===== src/rtl/uart_pkg.sv =====
// Shared types and constants for the 64-bit UART word receiver.
package uart_pkg;

    localparam int BYTES_PER_WORD = 8;
    localparam int WORD_W         = 8 * BYTES_PER_WORD;

    typedef enum logic [1:0] {
        IDLE,
        START,
        DATA,
        STOP
    } rx_state_e;

    // Clock cycles per bit time (integer division).
    function automatic int bps_cnt(input int clk_freq, input int uart_bps);
        return clk_freq / uart_bps;
    endfunction

endpackage


===== src/rtl/uart_recv_frame64_if.sv =====
// Serial input and received byte/word outputs of the 64-bit UART receiver.
interface uart_recv_frame64_if;

    logic        uart_rxd;
    logic        uart_done;
    logic [63:0] uart_data;
    logic        byte_done;
    logic [7:0]  byte_data;
    logic        frame_err;

    // Line driver / result consumer side.
    modport master (
        output uart_rxd,
        input  uart_done,
        input  uart_data,
        input  byte_done,
        input  byte_data,
        input  frame_err
    );

    // Receiver side.
    modport slave (
        input  uart_rxd,
        output uart_done,
        output uart_data,
        output byte_done,
        output byte_data,
        output frame_err
    );

endinterface


===== src/rtl/uart_rx_byte.sv =====
// 8N1 byte receiver: input synchronizer, bit-timing FSM and byte/error pulses.
//
// state | meaning
// IDLE  | line idle, waiting for a falling edge on the synchronized input
// START | counting to mid start bit; a high sample there is a glitch
// DATA  | sampling eight data bits at mid-bit, LSB first
// STOP  | sampling the stop bit at mid-bit, then straight back to IDLE
module uart_rx_byte
    import uart_pkg::*;
#(
    parameter int CLK_FREQ = 100_000_000,
    parameter int UART_BPS = 115200
) (
    input  logic       clk_i,
    input  logic       rst_i,
    input  logic       rxd_i,
    output logic       byte_done_o,
    output logic [7:0] byte_data_o,
    output logic       frame_err_o,
    output logic       start_o,
    output logic       idle_o,
    output logic       accept_o,
    output logic       error_o,
    output logic [7:0] accept_byte_o
);

    localparam int BPS_CNT = bps_cnt(CLK_FREQ, UART_BPS);
    localparam int CNT_W   = $clog2(BPS_CNT + 1);
    localparam logic [CNT_W-1:0] HALF_LAST = CNT_W'(BPS_CNT / 2 - 1);
    localparam logic [CNT_W-1:0] BIT_LAST  = CNT_W'(BPS_CNT - 1);

    rx_state_e        state_q, state_d;
    logic             rxd_m_q, rxd_s_q, rxd_d_q;
    logic [CNT_W-1:0] clk_cnt_q, clk_cnt_d;
    logic [2:0]       bit_cnt_q, bit_cnt_d;
    logic [7:0]       shift_q, shift_d;
    logic [7:0]       byte_data_q, byte_data_d;
    logic             byte_done_q, byte_done_d;
    logic             frame_err_q, frame_err_d;
    logic             start_det, half_tick, bit_tick;

    assign start_det = (state_q == IDLE) && rxd_d_q && !rxd_s_q;
    assign half_tick = (clk_cnt_q == HALF_LAST);
    assign bit_tick  = (clk_cnt_q == BIT_LAST);

    // Two-flop synchronizer plus one delay flop for falling-edge detection; idle line is high.
    always_ff @(posedge clk_i or posedge rst_i) begin
        if (rst_i) begin
            rxd_m_q <= 1'b1;
            rxd_s_q <= 1'b1;
            rxd_d_q <= 1'b1;
        end else begin
            rxd_m_q <= rxd_i;
            rxd_s_q <= rxd_m_q;
            rxd_d_q <= rxd_s_q;
        end
    end

    // FSM state register.
    always_ff @(posedge clk_i or posedge rst_i) begin
        if (rst_i) begin
            state_q <= IDLE;
        end else begin
            state_q <= state_d;
        end
    end

    // Next-state logic; STOP returns to IDLE at mid-stop so back-to-back frames are caught.
    always_comb begin
        state_d = state_q;
        case (state_q)
            IDLE:    if (start_det) state_d = START;
            START:   if (half_tick) state_d = rxd_s_q ? IDLE : DATA;
            DATA:    if (bit_tick && (bit_cnt_q == 3'd7)) state_d = STOP;
            STOP:    if (bit_tick) state_d = IDLE;
            default: state_d = IDLE;
        endcase
    end

    // Bit timing, shift register and registered byte/error pulses.
    always_comb begin
        clk_cnt_d   = clk_cnt_q + CNT_W'(1);
        bit_cnt_d   = bit_cnt_q;
        shift_d     = shift_q;
        byte_data_d = byte_data_q;
        byte_done_d = 1'b0;
        frame_err_d = 1'b0;
        case (state_q)
            IDLE: begin
                clk_cnt_d = '0;
                bit_cnt_d = '0;
            end
            START: begin
                if (half_tick) clk_cnt_d = '0;
            end
            DATA: begin
                if (bit_tick) begin
                    clk_cnt_d = '0;
                    shift_d   = {rxd_s_q, shift_q[7:1]};
                    bit_cnt_d = bit_cnt_q + 3'd1;
                end
            end
            STOP: begin
                if (bit_tick) begin
                    clk_cnt_d = '0;
                    if (rxd_s_q) begin
                        byte_done_d = 1'b1;
                        byte_data_d = shift_q;
                    end else begin
                        frame_err_d = 1'b1;
                    end
                end
            end
            default: clk_cnt_d = '0;
        endcase
    end

    // Datapath registers.
    always_ff @(posedge clk_i or posedge rst_i) begin
        if (rst_i) begin
            clk_cnt_q   <= '0;
            bit_cnt_q   <= '0;
            shift_q     <= '0;
            byte_data_q <= '0;
            byte_done_q <= 1'b0;
            frame_err_q <= 1'b0;
        end else begin
            clk_cnt_q   <= clk_cnt_d;
            bit_cnt_q   <= bit_cnt_d;
            shift_q     <= shift_d;
            byte_data_q <= byte_data_d;
            byte_done_q <= byte_done_d;
            frame_err_q <= frame_err_d;
        end
    end

    assign byte_done_o   = byte_done_q;
    assign byte_data_o   = byte_data_q;
    assign frame_err_o   = frame_err_q;
    assign start_o       = start_det;
    assign idle_o        = (state_q == IDLE);
    // Stop-sample strobes: the word assembler registers on the same edge as byte_done.
    assign accept_o      = (state_q == STOP) && bit_tick && rxd_s_q;
    assign error_o       = (state_q == STOP) && bit_tick && !rxd_s_q;
    assign accept_byte_o = shift_q;

endmodule


===== src/rtl/uart_recv_frame64.sv =====
// UART receiver that packs eight bytes (first byte in the MSBs) into a 64-bit word,
// with an inter-byte timeout that drops a partial word to re-align framing.
module uart_recv_frame64
    import uart_pkg::*;
#(
    parameter int CLK_FREQ     = 100_000_000,
    parameter int UART_BPS     = 115200,
    parameter int TIMEOUT_BITS = 20
) (
    input  logic          sys_clk,
    input  logic          sys_rst,
    uart_recv_frame64_if.slave bus
);

    localparam int BPS_CNT = bps_cnt(CLK_FREQ, UART_BPS);
    localparam int TO_CYC  = TIMEOUT_BITS * BPS_CNT;
    localparam int IDLE_W  = $clog2(TO_CYC + 1);
    localparam int IDX_W   = $clog2(BYTES_PER_WORD);
    localparam logic [IDLE_W-1:0] TO_LAST   = IDLE_W'(TO_CYC - 1);
    localparam logic [IDX_W-1:0]  LAST_BYTE = IDX_W'(BYTES_PER_WORD - 1);

    logic [IDX_W-1:0]  byte_cnt_q, byte_cnt_d;
    logic [IDLE_W-1:0] idle_cnt_q, idle_cnt_d;
    logic [WORD_W-1:0] word_q, word_d;
    logic [WORD_W-1:0] uart_data_q, uart_data_d;
    logic              uart_done_q, uart_done_d;
    logic              rx_start, rx_idle, rx_accept, rx_error;
    logic [7:0]        rx_byte;
    logic              timeout_hit;

    uart_rx_byte #(
        .CLK_FREQ (CLK_FREQ),
        .UART_BPS (UART_BPS)
    ) u_rx_byte (
        .clk_i         (sys_clk),
        .rst_i         (sys_rst),
        .rxd_i         (bus.uart_rxd),
        .byte_done_o   (bus.byte_done),
        .byte_data_o   (bus.byte_data),
        .frame_err_o   (bus.frame_err),
        .start_o       (rx_start),
        .idle_o        (rx_idle),
        .accept_o      (rx_accept),
        .error_o       (rx_error),
        .accept_byte_o (rx_byte)
    );

    assign timeout_hit = rx_idle && (byte_cnt_q != '0) && (idle_cnt_q == TO_LAST);

    // Word assembly, byte counter and idle timeout; a start on the timeout cycle still clears the count.
    always_comb begin
        byte_cnt_d  = byte_cnt_q;
        idle_cnt_d  = '0;
        word_d      = word_q;
        uart_data_d = uart_data_q;
        uart_done_d = 1'b0;

        if (!rx_start && rx_idle && (byte_cnt_q != '0) && !timeout_hit) begin
            idle_cnt_d = idle_cnt_q + IDLE_W'(1);
        end

        if (timeout_hit) byte_cnt_d = '0;

        if (rx_error) begin
            byte_cnt_d = '0;
        end else if (rx_accept) begin
            for (int i = 0; i < BYTES_PER_WORD; i++) begin
                if (byte_cnt_q == IDX_W'(i)) word_d[WORD_W-1-8*i -: 8] = rx_byte;
            end
            if (byte_cnt_q == LAST_BYTE) begin
                uart_data_d = word_d;
                uart_done_d = 1'b1;
                byte_cnt_d  = '0;
            end else begin
                byte_cnt_d = byte_cnt_q + IDX_W'(1);
            end
        end
    end

    // Word-level registers.
    always_ff @(posedge sys_clk or posedge sys_rst) begin
        if (sys_rst) begin
            byte_cnt_q  <= '0;
            idle_cnt_q  <= '0;
            word_q      <= '0;
            uart_data_q <= '0;
            uart_done_q <= 1'b0;
        end else begin
            byte_cnt_q  <= byte_cnt_d;
            idle_cnt_q  <= idle_cnt_d;
            word_q      <= word_d;
            uart_data_q <= uart_data_d;
            uart_done_q <= uart_done_d;
        end
    end

    assign bus.uart_done = uart_done_q;
    assign bus.uart_data = uart_data_q;

endmodule


===== src/flat_wrapper.sv =====
// flat-port wrapper written by rule: the top's interface ports become plain ports
module uart_recv_frame64_flat import uart_pkg::*;
#(
    parameter int CLK_FREQ     = 100_000_000,
    parameter int UART_BPS     = 115200,
    parameter int TIMEOUT_BITS = 20
)
  (sys_clk, sys_rst, bus_uart_rxd, bus_uart_done, bus_uart_data, bus_byte_done, bus_byte_data, bus_frame_err);
  uart_recv_frame64_if bus_i ();
  input  logic sys_clk;
  input  logic sys_rst;
  input wire logic [$bits(bus_i.uart_rxd)-1:0] bus_uart_rxd;
  output wire logic [$bits(bus_i.uart_done)-1:0] bus_uart_done;
  output wire logic [$bits(bus_i.uart_data)-1:0] bus_uart_data;
  output wire logic [$bits(bus_i.byte_done)-1:0] bus_byte_done;
  output wire logic [$bits(bus_i.byte_data)-1:0] bus_byte_data;
  output wire logic [$bits(bus_i.frame_err)-1:0] bus_frame_err;
  assign bus_i.uart_rxd = bus_uart_rxd;
  assign bus_uart_done = bus_i.uart_done;
  assign bus_uart_data = bus_i.uart_data;
  assign bus_byte_done = bus_i.byte_done;
  assign bus_byte_data = bus_i.byte_data;
  assign bus_frame_err = bus_i.frame_err;
  uart_recv_frame64 #(.CLK_FREQ(CLK_FREQ), .UART_BPS(UART_BPS), .TIMEOUT_BITS(TIMEOUT_BITS)) u_core (.sys_clk(sys_clk), .sys_rst(sys_rst), .bus(bus_i));
endmodule

===== config.mk =====
export PLATFORM = sky130hd
export DESIGN_NAME = uart_recv_frame64_flat
export DESIGN_NICKNAME = d
export VERILOG_FILES = /design/src/rtl/uart_pkg.sv /design/src/rtl/uart_recv_frame64_if.sv /design/src/rtl/uart_rx_byte.sv /design/src/rtl/uart_recv_frame64.sv /design/src/flat_wrapper.sv
export SDC_FILE = /design/constraint.sdc
export NUM_CORES = 1
export LEC_CHECK = 0
export ABC_AREA = 1
export CORE_ASPECT_RATIO = 0.75
export CORE_MARGIN = 10
export CORE_UTILIZATION = 25
export CTS_BUF_LIST = sky130_fd_sc_hd__clkbuf_8
export DETAILED_ROUTE_END_ITERATION = 8
export GPL_ROUTABILITY_DRIVEN = 1
export PLACE_DENSITY = 0.47
export SYNTH_ARGS = -nofsm -noshare
export SYNTH_HDL_FRONTEND = slang
export SYNTH_SLANG_ARGS = --single-unit

===== constraint.sdc =====
create_clock -name sys_clk -period 16.3 [get_ports sys_clk]
set_input_delay 4.89 -clock sys_clk [delete_from_list [all_inputs] [get_ports sys_clk]]
set_output_delay 4.89 -clock sys_clk [all_outputs]
set_load 0.01 [all_outputs]

Word level (Yosys, flattened, before mapping)
Cells that the tools add are included.
- order comparisons: 0
- equality and inequality tests: 19
- muxes and demuxes: 33
- multipliers: 0
- bitwise operators: 1
- divide/modulo/power cells: 0
- $add $sub $neg: 4
- shifts and indexed selects: 0
- reductions and logical operators: 26
- operator list (operator ; count):
    2-to-1 mux 8 bit ; 8
    case mux 10 bit (3 select lines) ; 1
    2-to-1 mux 10 bit ; 2
    adder 15 x 1 -> 15 bit (second input constant) ; 1
    equality test 15 bit (second input constant) ; 1
    equality test 3 bit (second input constant) ; 5
    2-to-1 mux 15 bit ; 1
    2-to-1 mux 3 bit ; 5
    logical AND 1 bit ; 11
    adder 10 x 1 -> 10 bit (second input constant) ; 1
    equality test 10 bit (second input constant) ; 1
    equality test 10 x 9 -> 1 bit (second input constant) ; 1
    2-to-1 mux 2 bit ; 5
    2-to-1 mux 1 bit ; 9
    != test 2 bit (second input constant) ; 4
    case mux 2 bit (4 select lines) ; 1
    adder 3 x 1 -> 3 bit (second input constant) ; 2
    equality test 3 x 2 -> 1 bit (second input constant) ; 2
    case mux 3 bit (2 select lines) ; 1
    AND reduction 2 bit ; 3
    AND reduction 3 bit ; 2
    nonzero test 3 bit ; 2
    equality test 2 bit (second input constant) ; 2
    AND reduction 4 bit ; 1
    9 further kinds ; 11
- input port bits: 3
- output and inout bits: 75
- latch bits: 0
- RAM bits: 0
- memories kept: 0
- register bits after elaboration: 183
- ROM bits: 0

Logic depth before layout (Yosys ltp)
Gate-level depths: netlist of run 1.
- depth after elaboration: 8
- mapped depth: 10
- depth with buffers taken out: 10

Hierarchy
A second synthesis of run 1 with hierarchy kept.
- cell total of the unflattened synthesis: 892
- area, all modules: 7689.9 µm²
- by module, submodules not included (module ; cells each ; instances ; area each (µm²)):
    uart_recv_frame64 ; 720 ; 1 ; 6040.8
    uart_rx_byte ; 172 ; 1 ; 1649.1

Least setup slack after synthesis of run 1
No wires, ideal clock.
- kind: reg-to-output
- start: register u_core.u_rx_byte.byte_data_q[0] (netlist: u_core.u_rx_byte.byte_data_o[0])
- end: output bus_byte_data[0]
- cell stages (with the launch flop): 1
- path buffers: 0
- arrival: 0.385 ns
- path slack: 11.025 ns
- cells stage by stage: dfrtp_1
- RTL lines (what ; line ; source):
    from (decl) ; uart_rx_byte.sv:37 ; logic [7:0] byte_data_q, byte_data_d;
    from (signal assigned) ; uart_rx_byte.sv:131 ; byte_data_q <= byte_data_d;
    to (decl) ; flat_wrapper.sv:16 ; output wire logic [$bits(bus_i.byte_data)-1:0] bus_byte_data;
No word-level cell between the ends.

==> metrics.txt, run 1 <==
# TYPE chip_impl_metric gauge
chip_impl_info{name="run_status",value="finished, final reports clean"} 1
chip_impl_metric{name="viasPerCell",unit=""} 4.22
chip_impl_metric{name="clkSinkCount",unit=""} 175
chip_impl_metric{name="max_clock_freq",unit="GHz"} 0.146
chip_impl_metric{name="synth_sequential_area_ratio",unit="%"} 55.3
chip_impl_metric{name="die_w",unit="µm"} 226
chip_impl_info{name="rsz0062_at_grt",value="false"} 1
chip_impl_metric{name="global_route.overflow_total",unit=""} 0
chip_impl_info{name="criticalPathCategory",value="input port to asynchronous set/reset pin"} 1
chip_impl_metric{name="postSynthNetCount",unit=""} 955
chip_impl_info{name="cp-end-kind",value="asynchronous set/reset pin"} 1
chip_impl_metric{name="hold_viol",unit=""} 0
chip_impl_metric{name="path_max_fanout",unit=""} 69
chip_impl_metric{name="postCtsSetupRepairBufs",unit=""} 0
chip_impl_metric{name="design.portCount",unit=""} 78
chip_impl_metric{name="relative_slew_margins",unit="%"} 35.8
chip_impl_info{name="worst_setup_path_start_kind",value="input port"} 1
chip_impl_metric{name="num_rows",unit=""} 56
chip_impl_metric{name="area.growth.synth_to_final",unit="%"} 18.4
chip_impl_metric{name="synth-warning-count",unit=""} 0
chip_impl_metric{name="hpwl",unit="mm"} 13.3
chip_impl_metric{name="total_leakage_power",unit="µW"} 0.00464
chip_impl_metric{name="cts_hold_repair.buffers",unit=""} 0
chip_impl_metric{name="fin_skew",unit="ns"} 0.0141
chip_impl_metric{name="path_clk_slew",unit="ns"} 0.10
chip_impl_metric{name="irDropWorstVdd",unit="mV"} 0.0486
chip_impl_info{name="cts_root_buf",value="clkbuf_8"} 1
chip_impl_metric{name="postCtsResizedCells",unit=""} 0
chip_impl_metric{name="design.die.area",unit="µm²"} 39300
chip_impl_metric{name="grt_first_pass_wirelength",unit="mm"} 33.1
chip_impl_metric{name="grt_pass1_vias",unit=""} 5674
chip_impl_metric{name="postSynthCellCount",unit=""} 941
chip_impl_metric{name="post_synth.cell_area_avg",unit="µm²"} 8.42
chip_impl_metric{name="floorplan.die.height",unit="µm"} 174
chip_impl_metric{name="core_area",unit="µm²"} 31300
chip_impl_metric{name="gr-usage-all-layers",unit="%"} 10.7
chip_impl_metric{name="fill_cells",unit=""} 3367
chip_impl_metric{name="synthesis.area",unit="µm²"} 7930
chip_impl_metric{name="first_iter_violations",unit=""} 423
chip_impl_metric{name="grt_max_degree",unit=""} 70
chip_impl_metric{name="via_count",unit=""} 6012
chip_impl_info{name="hold_path.class",value="flop to flop"} 1
chip_impl_metric{name="initial_core_util",unit="%"} 25.4
chip_impl_info{name="tritoncts",value="built"} 1
chip_impl_metric{name="drive_above_1_share",unit="%"} 5.11
chip_impl_metric{name="antenna_left",unit=""} 0
chip_impl_metric{name="crit_arrival",unit="ns"} 7.38
chip_impl_metric{name="final.setup.tns",unit="ns"} 0
chip_impl_metric{name="synth.ff_latch_count",unit=""} 175
chip_impl_metric{name="insertedDiodeCount",unit=""} 0
chip_impl_metric{name="worst_skew_pair.late_latency",unit="ns"} 0.48
chip_impl_metric{name="critical_path_required",unit="ns"} 16.84
chip_impl_metric{name="worst_hold_slack",unit="ns"} 0.367
chip_impl_metric{name="number_of_antenna_violations_at_the_first_check_in_global_routing",unit=""} 0
chip_impl_metric{name="total_number_of_nets_in_the_final_design",unit=""} 1018
chip_impl_metric{name="drc_errors",unit=""} 0
chip_impl_metric{name="worst_slew_pin_slew",unit="ns"} 0.963
chip_impl_metric{name="final-max-slew-violation-count",unit=""} 0
chip_impl_metric{name="drt_first_pass_iters",unit=""} 5
chip_impl_metric{name="final.min_clock_period",unit="ns"} 6.84
chip_impl_metric{name="finalSetupViolCount",unit=""} 0
chip_impl_metric{name="cap_viol_max_count",unit=""} 0
chip_impl_metric{name="tritoncts.num_buffers",unit=""} 17
chip_impl_metric{name="routabilityCongestion",unit=""} 0.812
chip_impl_metric{name="final_min_period_over_clock_period",unit="%"} 41.9
chip_impl_metric{name="clock_tree.htree_level_count",unit=""} 4
chip_impl_metric{name="synth.distinct_cells",unit=""} 32
chip_impl_metric{name="buffers_added_on_ports",unit=""} 77
chip_impl_metric{name="drt-wirelength-per-cell",unit="µm"} 14.6
chip_impl_metric{name="cts.path.max_buffers",unit=""} 2
chip_impl_metric{name="power_per_cell_area",unit="nW/µm²"} 85.5
chip_impl_metric{name="wire_length_after_detailed_routing",unit="mm"} 20.8
critical path, stage by stage:
cell and delay [ns]:
clkdlybuf4s50_1 0.47, inv_6 0.38, buf_4 0.82, buf_4 0.71
layout make-up:
type	count	area (µm²)	share of cell area (%)
Tap cell	406	508	5.41
Inverter	87	332	3.53
Timing Repair Buffer	80	793	8.45
Sequential cell	175	4380	46.7
Clock inverter	10	88.8	0.947
Multi-Input combinational cell	643	2980	31.7
Clock buffer	22	303	3.23
per-layer routing:
| metal | routed length (µm) | part of all wire [%] | GRT usage, % |
|---|---|---|---|
| met1 | 10800 | 52 | 15.3 |
| met2 | 8820 | 42 | 15.6 |
| met3 | 1090 | 5.2 | 3.33 |
| met4 | 106 | 0.51 | 2.11 |
| met5 | 0 | 0 | 0 |
worst paths after layout:
check	from	to	slack, ns	cells past startpoint
max	sys_rst	u_core.u_rx_byte.bit_cnt_q[2]$_DFFE_PP0P_	9.46	4
min	u_core.u_rx_byte.rxd_m_q$_DFF_PP1_	u_core.u_rx_byte.rxd_s_q$_DFF_PP1_	0.37	0
max reg2reg	u_core.u_rx_byte.clk_cnt_q[0]$_DFF_PP0_	u_core.bus.uart_data[35]$_DFFE_PP0P_	13.33	9
min reg2reg	u_core.u_rx_byte.rxd_m_q$_DFF_PP1_	u_core.u_rx_byte.rxd_s_q$_DFF_PP1_	0.37	0
max in group sys_clk	u_core.bus.uart_data[47]$_DFFE_PP0P_	bus_uart_data[47]	9.97	1
min in group asynchronous	sys_rst	u_core.bus.uart_data[52]$_DFFE_PP0P_	4.83	2
sequential cells by signal (all words and copies together), names as in the netlist, named ones only:
signal / flops
u_core.u_rx_byte.accept_byte_o: 8
u_core.u_rx_byte.rxd_s_q: 1
u_core.byte_cnt_q: 3
u_core.u_rx_byte.byte_data_o: 8
u_core.u_rx_byte.state_q: 1
u_core.u_rx_byte.bit_cnt_q: 3
u_core.word_q: 56
u_core.idle_cnt_q: 15
u_core.u_rx_byte.frame_err_o: 1
u_core.u_rx_byte.clk_cnt_q: 10
u_core.u_rx_byte.byte_done_o: 1
u_core.u_rx_byte.rxd_d_q: 1
u_core.bus.uart_done: 1
u_core.bus.uart_data: 64
u_core.u_rx_byte.rxd_m_q: 1
kinds of logic after synthesis:
logic type                 after synthesis  share of synthesized area, %
and+or+nand+nor                        487                          24.4
buffers and inverters                  123                          7.15
xor gates and xnor gates                10                          1.11
adders and majority gates               11                          1.74
AOI/OAI and AO/OA                      135                          10.3
DFF                                    175                          55.3
cells in the final DEF, fill, tap and decap left out, types with 6 or more instances in the layout:
cell	synthesis	routed
clkbuf_8	0	22
o21a_1	47	47
a21oi_1	7	7
nor3_1	9	9
dfrtp_1	172	172
nor2_1	53	53
xor2_1	7	7
o21ai_2	6	6
clkdlybuf4s50_1	0	77
ha_1	11	11
clkinv_1	6	6
o21ai_0	60	60
nand2_1	392	392
o21ai_1	14	14
nand3_1	19	19
inv_1	80	82
cells in the mapped netlist (all sizes together):
cell type | number | area (µm²)
o21a | 47 | 353
nor3 | 10 | 55.1
a21oi | 7 | 35.0
dfrtp | 172 | 4300
inv | 81 | 304
or2 | 1 | 6.26
dfstp | 3 | 78.8
nor2 | 56 | 236
nand2 | 395 | 1500
clkbuf | 11 | 41.3
nand4 | 4 | 25.0
xor2 | 7 | 61.3
o21ai | 80 | 423
xnor2 | 3 | 26.3
clkinv | 6 | 22.5
ha | 11 | 138
a31oi | 1 | 6.26
and2 | 1 | 6.26
buf | 25 | 199
nand3 | 20 | 105
report_power, final:
part	total [µW]	switching (µW)	internal [µW]	leakage, µW
Sequential	446	6.46	440	0.00243
Combinational	49.2	36.2	13.0	0.00202
Clock	307	167	140	0.000197
Total	803	210	593	0.00464
through the flow:
step / total power (µW) / cells / cell area, µm² / worst slack, ns / util [%]
finish: 803 / 1423 / 9380 / 9.46 / 30.0
global route: 841 / 1423 / 9380 / 9.08 / 30.0
floorplan: 490 / 941 / 7930 / 6.67 / -
global placement: 505 / 1391 / 8990 / 8.78 / 28.8
detailed placement: 505 / 1391 / 8990 / 8.77 / 28.8
CTS: 816 / 1423 / 9380 / 9.31 / 30.0
Power figures use the tool's default switching activity.
==> inputs of run 2 (changes only) <==
==> constraint.sdc (replaced) <==
create_clock -name sys_clk -period 6.74 [get_ports sys_clk]
set_input_delay 2.022 -clock sys_clk [delete_from_list [all_inputs] [get_ports sys_clk]]
set_output_delay 2.022 -clock sys_clk [all_outputs]
set_load 0.01 [all_outputs]
==> metrics.txt, run 2 (same netlist as run 1, synthesis figures left out) <==
# TYPE chip_impl_metric gauge
chip_impl_metric{name="total_number_of_nets_in_the_final_design",unit=""} 1017
chip_impl_metric{name="gr-usage-all-layers",unit="%"} 10.8
chip_impl_metric{name="multi_input_area",unit="µm²"} 2980
chip_impl_metric{name="max_clock_freq",unit="GHz"} 0.288
chip_impl_metric{name="worst-r2r-setup-slack",unit="ns"} 3.98
chip_impl_metric{name="power_per_cell_area",unit="nW/µm²"} 210
chip_impl_metric{name="worst_hold_slack",unit="ns"} 0.363
chip_impl_metric{name="pwr-share-clk",unit="%"} 39.3
chip_impl_metric{name="clock_tree.htree_level_count",unit=""} 4
chip_impl_info{name="final_cell_mix",value="392 x nand2_1, 172 x dfrtp_1, 79 x inv_1, 77 x clkdlybuf4s50_1, 60 x o21ai_0"} 1
chip_impl_metric{name="crit_arrival",unit="ns"} 1.46
chip_impl_metric{name="netSwitchingPower",unit="µW"} 530
chip_impl_metric{name="worst_skew_pair.late_latency",unit="ns"} 0.48
chip_impl_info{name="timing.critical_path.cells",value="clkdlybuf4s50_1"} 1
chip_impl_metric{name="irDropWorstVdd",unit="mV"} 0.108
chip_impl_metric{name="antenna_left",unit=""} 0
chip_impl_metric{name="hold_viol",unit=""} 0
chip_impl_metric{name="final-max-slew-violation-count",unit=""} 0
chip_impl_metric{name="insertedDiodeCount",unit=""} 0
chip_impl_info{name="run_status",value="finished, final reports clean"} 1
chip_impl_metric{name="design.portCount",unit=""} 78
chip_impl_metric{name="relative_slew_margins",unit="%"} 28.8
chip_impl_metric{name="p_comb_share",unit="%"} 6.0
chip_impl_metric{name="worst_slew_pin_slew",unit="ns"} 1.07
chip_impl_metric{name="fill_cells",unit=""} 3342
chip_impl_info{name="cpLargestDelayFamily",value="buffers and inverters"} 1
chip_impl_metric{name="finalCoreUtilization",unit="%"} 30.1
chip_impl_metric{name="slowest_delay",unit="ns"} 0.57
chip_impl_metric{name="final.setup.tns",unit="ns"} 0
chip_impl_metric{name="core_area",unit="µm²"} 31300
chip_impl_metric{name="final_min_period_over_clock_period",unit="%"} 51.6
chip_impl_metric{name="design.die.area",unit="µm²"} 39300
chip_impl_metric{name="drt_first_pass_iters",unit=""} 8
chip_impl_metric{name="viasPerCell",unit=""} 4.19
chip_impl_metric{name="drt-wirelength-per-cell",unit="µm"} 14.2
chip_impl_metric{name="critical_path_required",unit="ns"} 4.72
chip_impl_info{name="criticalPathCategory",value="flop to output port"} 1
chip_impl_metric{name="final.min_clock_period",unit="ns"} 3.48
chip_impl_metric{name="die_w",unit="µm"} 226
chip_impl_metric{name="cap_viol_max_count",unit=""} 0
chip_impl_metric{name="path_max_fanout",unit=""} 2
chip_impl_metric{name="via_count",unit=""} 5964
chip_impl_metric{name="hpwl",unit="mm"} 12.5
chip_impl_metric{name="power_report.internal_total",unit="µW"} 1440
chip_impl_metric{name="drc_errors",unit=""} 0
chip_impl_metric{name="p_seq_share",unit="%"} 54.8
chip_impl_metric{name="postCtsSetupRepairBufs",unit=""} 0
chip_impl_info{name="cts_root_buf",value="clkbuf_8"} 1
chip_impl_metric{name="drive_above_1_share",unit="%"} 5.31
chip_impl_metric{name="cts_hold_repair.buffers",unit=""} 0
chip_impl_metric{name="wire_length_after_detailed_routing",unit="mm"} 20.2
chip_impl_metric{name="flip_flop_count_of_the_largest_register_after_layout",unit=""} 64
chip_impl_metric{name="path_clk_slew",unit="ns"} 0.10
chip_impl_metric{name="floorplan.die.height",unit="µm"} 174
chip_impl_info{name="cp_slowest_cell",value="clkdlybuf4s50_1"} 1
chip_impl_metric{name="grt_max_degree",unit=""} 176
chip_impl_metric{name="routabilityCongestion",unit=""} 0.812
chip_impl_metric{name="tritoncts.num_buffers",unit=""} 17
chip_impl_metric{name="initial_core_util",unit="%"} 25.4
chip_impl_metric{name="cts.path.max_buffers",unit=""} 2
chip_impl_metric{name="clkSinkCount",unit=""} 175
chip_impl_metric{name="area.growth.synth_to_final",unit="%"} 18.6
chip_impl_info{name="layout_commonest_cell",value="nand2_1"} 1
chip_impl_metric{name="global_route.overflow_total",unit=""} 0
chip_impl_metric{name="switching_share",unit="%"} 26.9
chip_impl_metric{name="postCtsResizedCells",unit=""} 0
chip_impl_metric{name="number_of_antenna_violations_at_the_first_check_in_global_routing",unit=""} 0
chip_impl_info{name="rsz0062_at_grt",value="false"} 1
chip_impl_metric{name="finalSetupViolCount",unit=""} 0
chip_impl_metric{name="total_leakage_power",unit="µW"} 0.00465
chip_impl_metric{name="grt_first_pass_wirelength",unit="mm"} 33.6
chip_impl_metric{name="fin_skew",unit="ns"} 0.0179
chip_impl_metric{name="num_rows",unit=""} 56
chip_impl_info{name="cp-end-kind",value="output port"} 1
chip_impl_info{name="worst_setup_path_start_kind",value="flop"} 1
chip_impl_metric{name="buffers_added_on_ports",unit=""} 77
chip_impl_metric{name="grt_pass1_vias",unit=""} 6066
chip_impl_info{name="hold_path.class",value="flop to flop"} 1
chip_impl_info{name="tritoncts",value="built"} 1
chip_impl_metric{name="critical_path.n_buffers_inverters",unit=""} 1
chip_impl_metric{name="layout.area.seq",unit="µm²"} 4380
chip_impl_metric{name="first_iter_violations",unit=""} 433
run 2: changes by cell type in the layout (fill, tap and decap cells not counted), sizes merged:
cell	change
buf	-1
clkinv	+4
inv	+1
clkbuf	-4
bufinv	+1
clkinvlp	-2
run 2: path summary, 6_finish.rpt:
kind	from	to	cells after the start
max in group asynchronous	sys_rst	u_core.idle_cnt_q[4]$_DFF_PP0_	3
worst max register to register	u_core.u_rx_byte.clk_cnt_q[0]$_DFF_PP0_	u_core.bus.uart_data[7]$_DFFE_PP0P_	9
worst max-delay path	u_core.bus.uart_data[63]$_DFFE_PP0P_	bus_uart_data[63]	1
worst min-delay path	u_core.u_rx_byte.rxd_m_q$_DFF_PP1_	u_core.u_rx_byte.rxd_s_q$_DFF_PP1_	0
worst min register to register	u_core.u_rx_byte.rxd_m_q$_DFF_PP1_	u_core.u_rx_byte.rxd_s_q$_DFF_PP1_	0
min in group asynchronous	sys_rst	u_core.u_rx_byte.clk_cnt_q[8]$_DFF_PP0_	3
run 2: metal layers:
layer | share of wire (%) | vias to the layer above | track usage [%]
li1 | - | 3053 | -
met1 | 52 | 2808 | 15.3
met2 | 43 | 93 | 15.9
met3 | 4.2 | 10 | 2.83
met4 | 0.77 | 0 | 2.30
met5 | 0 | - | 0
run 2: stage by stage:
step	total power (µW)	area, µm²	setup WS [ns]	instances
6_report	1970	9400	3.26	1422
3_3_place_gp	1220	9000	3.28	1390
5_1_grt	2060	9400	3.20	1422
4_1_cts	2010	9400	3.23	1422
3_5_place_dp	1220	9000	3.27	1390
2_1_floorplan	1190	7930	2.48	941
run 2: area by class of cell:
| cell class | count | share of cell area [%] |
|---|---|---|
| tap | 406 | 5.40 |
| inverter | 87 | 3.51 |
| sequential | 175 | 46.6 |
| clock inverter | 14 | 1.66 |
| timing repair buffer | 79 | 8.49 |
| multi-input combinational | 643 | 31.7 |
| clock buffer | 18 | 2.64 |
run 2: power groups by stage:
stage | sequential, µW | clock (µW) | combinational (µW)
5_1_grt | 1080 | 845 | 137
6_report | 1080 | 774 | 118
3_5_place_dp | 1100 | 0 | 120
3_3_place_gp | 1100 | 0 | 120
2_1_floorplan | 1100 | 0 | 88.8
4_1_cts | 1080 | 808 | 121
==> inputs of run 3 (changes only) <==
--- a/config.mk
+++ b/config.mk
@@ -12,7 +12,7 @@
 export CTS_BUF_LIST = sky130_fd_sc_hd__clkbuf_8
 export DETAILED_ROUTE_END_ITERATION = 8
 export GPL_ROUTABILITY_DRIVEN = 1
-export PLACE_DENSITY = 0.47
+export PLACE_DENSITY = 0.49
 export SYNTH_ARGS = -nofsm -noshare
 export SYNTH_HDL_FRONTEND = slang
 export SYNTH_SLANG_ARGS = --single-unit
==> constraint.sdc (replaced) <==
create_clock -name sys_clk -period 2.83 [get_ports sys_clk]
set_input_delay 0.849 -clock sys_clk [delete_from_list [all_inputs] [get_ports sys_clk]]
set_output_delay 0.849 -clock sys_clk [all_outputs]
set_load 0.01 [all_outputs]
==> metrics.txt, run 3 (same netlist as run 1, synthesis figures left out) <==
# TYPE chip_impl_metric gauge
chip_impl_metric{name="global_route.overflow_total",unit=""} 0
chip_impl_info{name="cts_root_buf",value="clkbuf_8"} 1
chip_impl_metric{name="fin_skew",unit="ns"} 0.0236
chip_impl_metric{name="grt_max_degree",unit=""} 69
chip_impl_metric{name="worst-r2r-cell-count",unit=""} 8
chip_impl_metric{name="postCtsResizedCells",unit=""} 0
chip_impl_metric{name="final_min_period_over_clock_period",unit="%"} 83.1
chip_impl_metric{name="fill_cells",unit=""} 3355
chip_impl_metric{name="core_area",unit="µm²"} 31300
chip_impl_info{name="tritoncts",value="built"} 1
chip_impl_metric{name="wire_length_after_detailed_routing",unit="mm"} 20.2
chip_impl_metric{name="clock_tree.htree_level_count",unit=""} 4
chip_impl_metric{name="irDropWorstVdd",unit="mV"} 0.236
chip_impl_info{name="final_cell_mix",value="392 x nand2_1, 172 x dfrtp_1, 83 x inv_1, 77 x clkdlybuf4s50_1, 60 x o21ai_0"} 1
chip_impl_info{name="rsz0062_at_grt",value="false"} 1
chip_impl_metric{name="die_w",unit="µm"} 226
chip_impl_metric{name="antenna_left",unit=""} 0
chip_impl_metric{name="final-max-slew-violation-count",unit=""} 0
chip_impl_metric{name="gr-usage-all-layers",unit="%"} 10.8
chip_impl_metric{name="detailed_routed_wire_length_on_met3",unit="µm"} 864
chip_impl_info{name="timing.critical_path.cells",value="ha_1 > nand4_1 > nor3_2 > nand2_2 > nor2_4 > nand2_4 > nand2_1 > nand2_1"} 1
chip_impl_metric{name="viasPerCell",unit=""} 4.24
chip_impl_info{name="worst_setup_path_start_kind",value="flop"} 1
chip_impl_metric{name="cts_hold_repair.buffers",unit=""} 0
chip_impl_metric{name="path_max_fanout",unit=""} 55
chip_impl_metric{name="design.die.area",unit="µm²"} 39300
chip_impl_metric{name="dp.cells",unit=""} 1400
chip_impl_metric{name="hold_viol",unit=""} 0
chip_impl_info{name="critical_path.most_common_cell",value="nand2_1"} 1
chip_impl_metric{name="number_of_antenna_violations_at_the_first_check_in_global_routing",unit=""} 0
chip_impl_metric{name="drt-wirelength-per-cell",unit="µm"} 14.1
chip_impl_info{name="cp-end-kind",value="flop"} 1
chip_impl_metric{name="worst-r2r-setup-slack",unit="ns"} 0.48
chip_impl_info{name="highest_layer",value="met4"} 1
chip_impl_metric{name="critical_path.n_buffers_inverters",unit=""} 0
chip_impl_info{name="cp_slowest_cell",value="nand2_4"} 1
chip_impl_metric{name="critical_path_required",unit="ns"} 3.19
chip_impl_metric{name="hpwl",unit="mm"} 13.6
chip_impl_metric{name="worst_skew_pair.late_latency",unit="ns"} 0.48
chip_impl_metric{name="worst_slew_pin_slew",unit="ns"} 0.682
chip_impl_info{name="hold_path.class",value="flop to flop"} 1
chip_impl_metric{name="path_clk_slew",unit="ns"} 0.10
chip_impl_info{name="worstHoldEndpoint",value="u_core.u_rx_byte.rxd_s_q$_DFF_PP1_"} 1
chip_impl_metric{name="flip_flop_count_of_the_largest_register_after_layout",unit=""} 64
chip_impl_metric{name="buffers_added_on_ports",unit=""} 77
chip_impl_metric{name="total_number_of_nets_in_the_final_design",unit=""} 1027
chip_impl_metric{name="slowest_delay",unit="ns"} 0.43
chip_impl_metric{name="first_iter_violations",unit=""} 518
chip_impl_metric{name="power_per_cell_area",unit="nW/µm²"} 486
chip_impl_metric{name="final.min_clock_period",unit="ns"} 2.35
chip_impl_metric{name="finalSetupViolCount",unit=""} 0
chip_impl_metric{name="layoutNonFillerInstCount",unit=""} 1432
chip_impl_metric{name="fin_total_pwr",unit="µW"} 4610
chip_impl_metric{name="num_rows",unit=""} 56
chip_impl_metric{name="tritoncts.num_buffers",unit=""} 17
chip_impl_metric{name="total_leakage_power",unit="µW"} 0.00470
chip_impl_metric{name="dpl_cell_area",unit="µm²"} 9110
chip_impl_metric{name="design.portCount",unit=""} 78
chip_impl_metric{name="area.growth.synth_to_final",unit="%"} 19.7
chip_impl_metric{name="drc_errors",unit=""} 0
chip_impl_metric{name="wl_met1",unit="mm"} 10.9
chip_impl_metric{name="routabilityCongestion",unit=""} 0.840
chip_impl_info{name="layout_commonest_cell",value="nand2_1"} 1
chip_impl_metric{name="route.met2.wl",unit="mm"} 8.37
chip_impl_metric{name="postCtsSetupRepairBufs",unit=""} 0
chip_impl_metric{name="max_clock_freq",unit="GHz"} 0.425
chip_impl_metric{name="cap_viol_max_count",unit=""} 0
chip_impl_info{name="run_status",value="finished, final reports clean"} 1
chip_impl_info{name="criticalPathCategory",value="flop to flop"} 1
chip_impl_info{name="regToRegStartpoint",value="u_core.u_rx_byte.clk_cnt_q[0]$_DFF_PP0_"} 1
chip_impl_metric{name="cts.path.max_buffers",unit=""} 2
chip_impl_metric{name="grt_first_pass_wirelength",unit="mm"} 33.6
chip_impl_metric{name="relative_slew_margins",unit="%"} 54.5
chip_impl_metric{name="finalCoreUtilization",unit="%"} 30.4
chip_impl_metric{name="via_count",unit=""} 6066
chip_impl_metric{name="clkSinkCount",unit=""} 175
chip_impl_info{name="reg2reg_to",value="u_core.bus.uart_data[8]$_DFFE_PP0P_"} 1
chip_impl_metric{name="drt_first_pass_iters",unit=""} 5
chip_impl_metric{name="whs_path_depth",unit=""} 0
chip_impl_metric{name="drive_above_1_share",unit="%"} 5.85
chip_impl_metric{name="initial_core_util",unit="%"} 25.4
chip_impl_metric{name="final.setup.tns",unit="ns"} 0
chip_impl_metric{name="grt_pass1_vias",unit=""} 5878
chip_impl_info{name="worstHoldStart",value="u_core.u_rx_byte.rxd_m_q$_DFF_PP1_"} 1
chip_impl_metric{name="layout.cell_area.non_filler",unit="µm²"} 9490
chip_impl_info{name="cpLargestDelayFamily",value="simple AND/OR/NAND/NOR gates"} 1
chip_impl_metric{name="insertedDiodeCount",unit=""} 0
chip_impl_metric{name="floorplan.die.height",unit="µm"} 174
chip_impl_metric{name="crit_arrival",unit="ns"} 2.71
-- run 3: worst max-delay path by stage --
| stage | depth (start not counted) | to | slack (ns) | start |
|---|---|---|---|---|
| final | 8 | u_core.bus.uart_data[8]$_DFFE_PP0P_ | 0.48 | u_core.u_rx_byte.clk_cnt_q[0]$_DFF_PP0_ |
| after global placement | 8 | u_core.bus.uart_data[30]$_DFFE_PP0P_ | 0.57 | u_core.u_rx_byte.clk_cnt_q[0]$_DFF_PP0_ |
| after detailed placement | 8 | u_core.bus.uart_data[30]$_DFFE_PP0P_ | 0.45 | u_core.u_rx_byte.clk_cnt_q[0]$_DFF_PP0_ |
| after floorplan | 1 | asynchronous set/reset pin | -0.26 | sys_rst |
| after global routing | 8 | u_core.bus.uart_data[8]$_DFFE_PP0P_ | 0.19 | u_core.u_rx_byte.clk_cnt_q[0]$_DFF_PP0_ |
| after CTS | 8 | u_core.bus.uart_data[8]$_DFFE_PP0P_ | 0.41 | u_core.u_rx_byte.clk_cnt_q[0]$_DFF_PP0_ |
-- run 3: power breakdown --
group	switching, µW	total, µW	leakage [µW]	internal, µW
registers	37.2	2570	0.00243	2530
clock network	953	1740	0.000196	792
logic	209	292	0.00207	82.9
total	1200	4610	0.00470	3410
-- run 3: metal layers --
layer | up-vias | track usage [%]
met5 | - | 0
met2 | 90 | 15.1
li1 | 3073 | -
met3 | 12 | 2.94
met1 | 2891 | 15.9
met4 | 0 | 2.36
-- run 3: per-stage QoR --
step           setup WS, ns  hold WS, ns
6_report              0.479        0.347
5_1_grt               0.191        0.363
4_1_cts               0.412        0.350
3_5_place_dp          0.452        0.347
3_3_place_gp          0.573        0.347
2_1_floorplan        -0.255        0.345
-- run 3: cell type report --
cell class                 instances  area [µm²]  area share, %
clock buffer                      18         248           2.61
clock inverter                    14         129           1.36
inverter                          87         330           3.48
multi-input combinational        643        2980           31.4
sequential                       175        4380           46.2
tap                              406         508           5.36
timing repair buffer              89         911           9.60
-- run 3: worst register-to-register path, delay by kind of cell, from the launching register on --
kind          cells  cell delay [ns]
flops             1             0.40
simple gates      7             1.57
fa+ha+maj         1             0.27
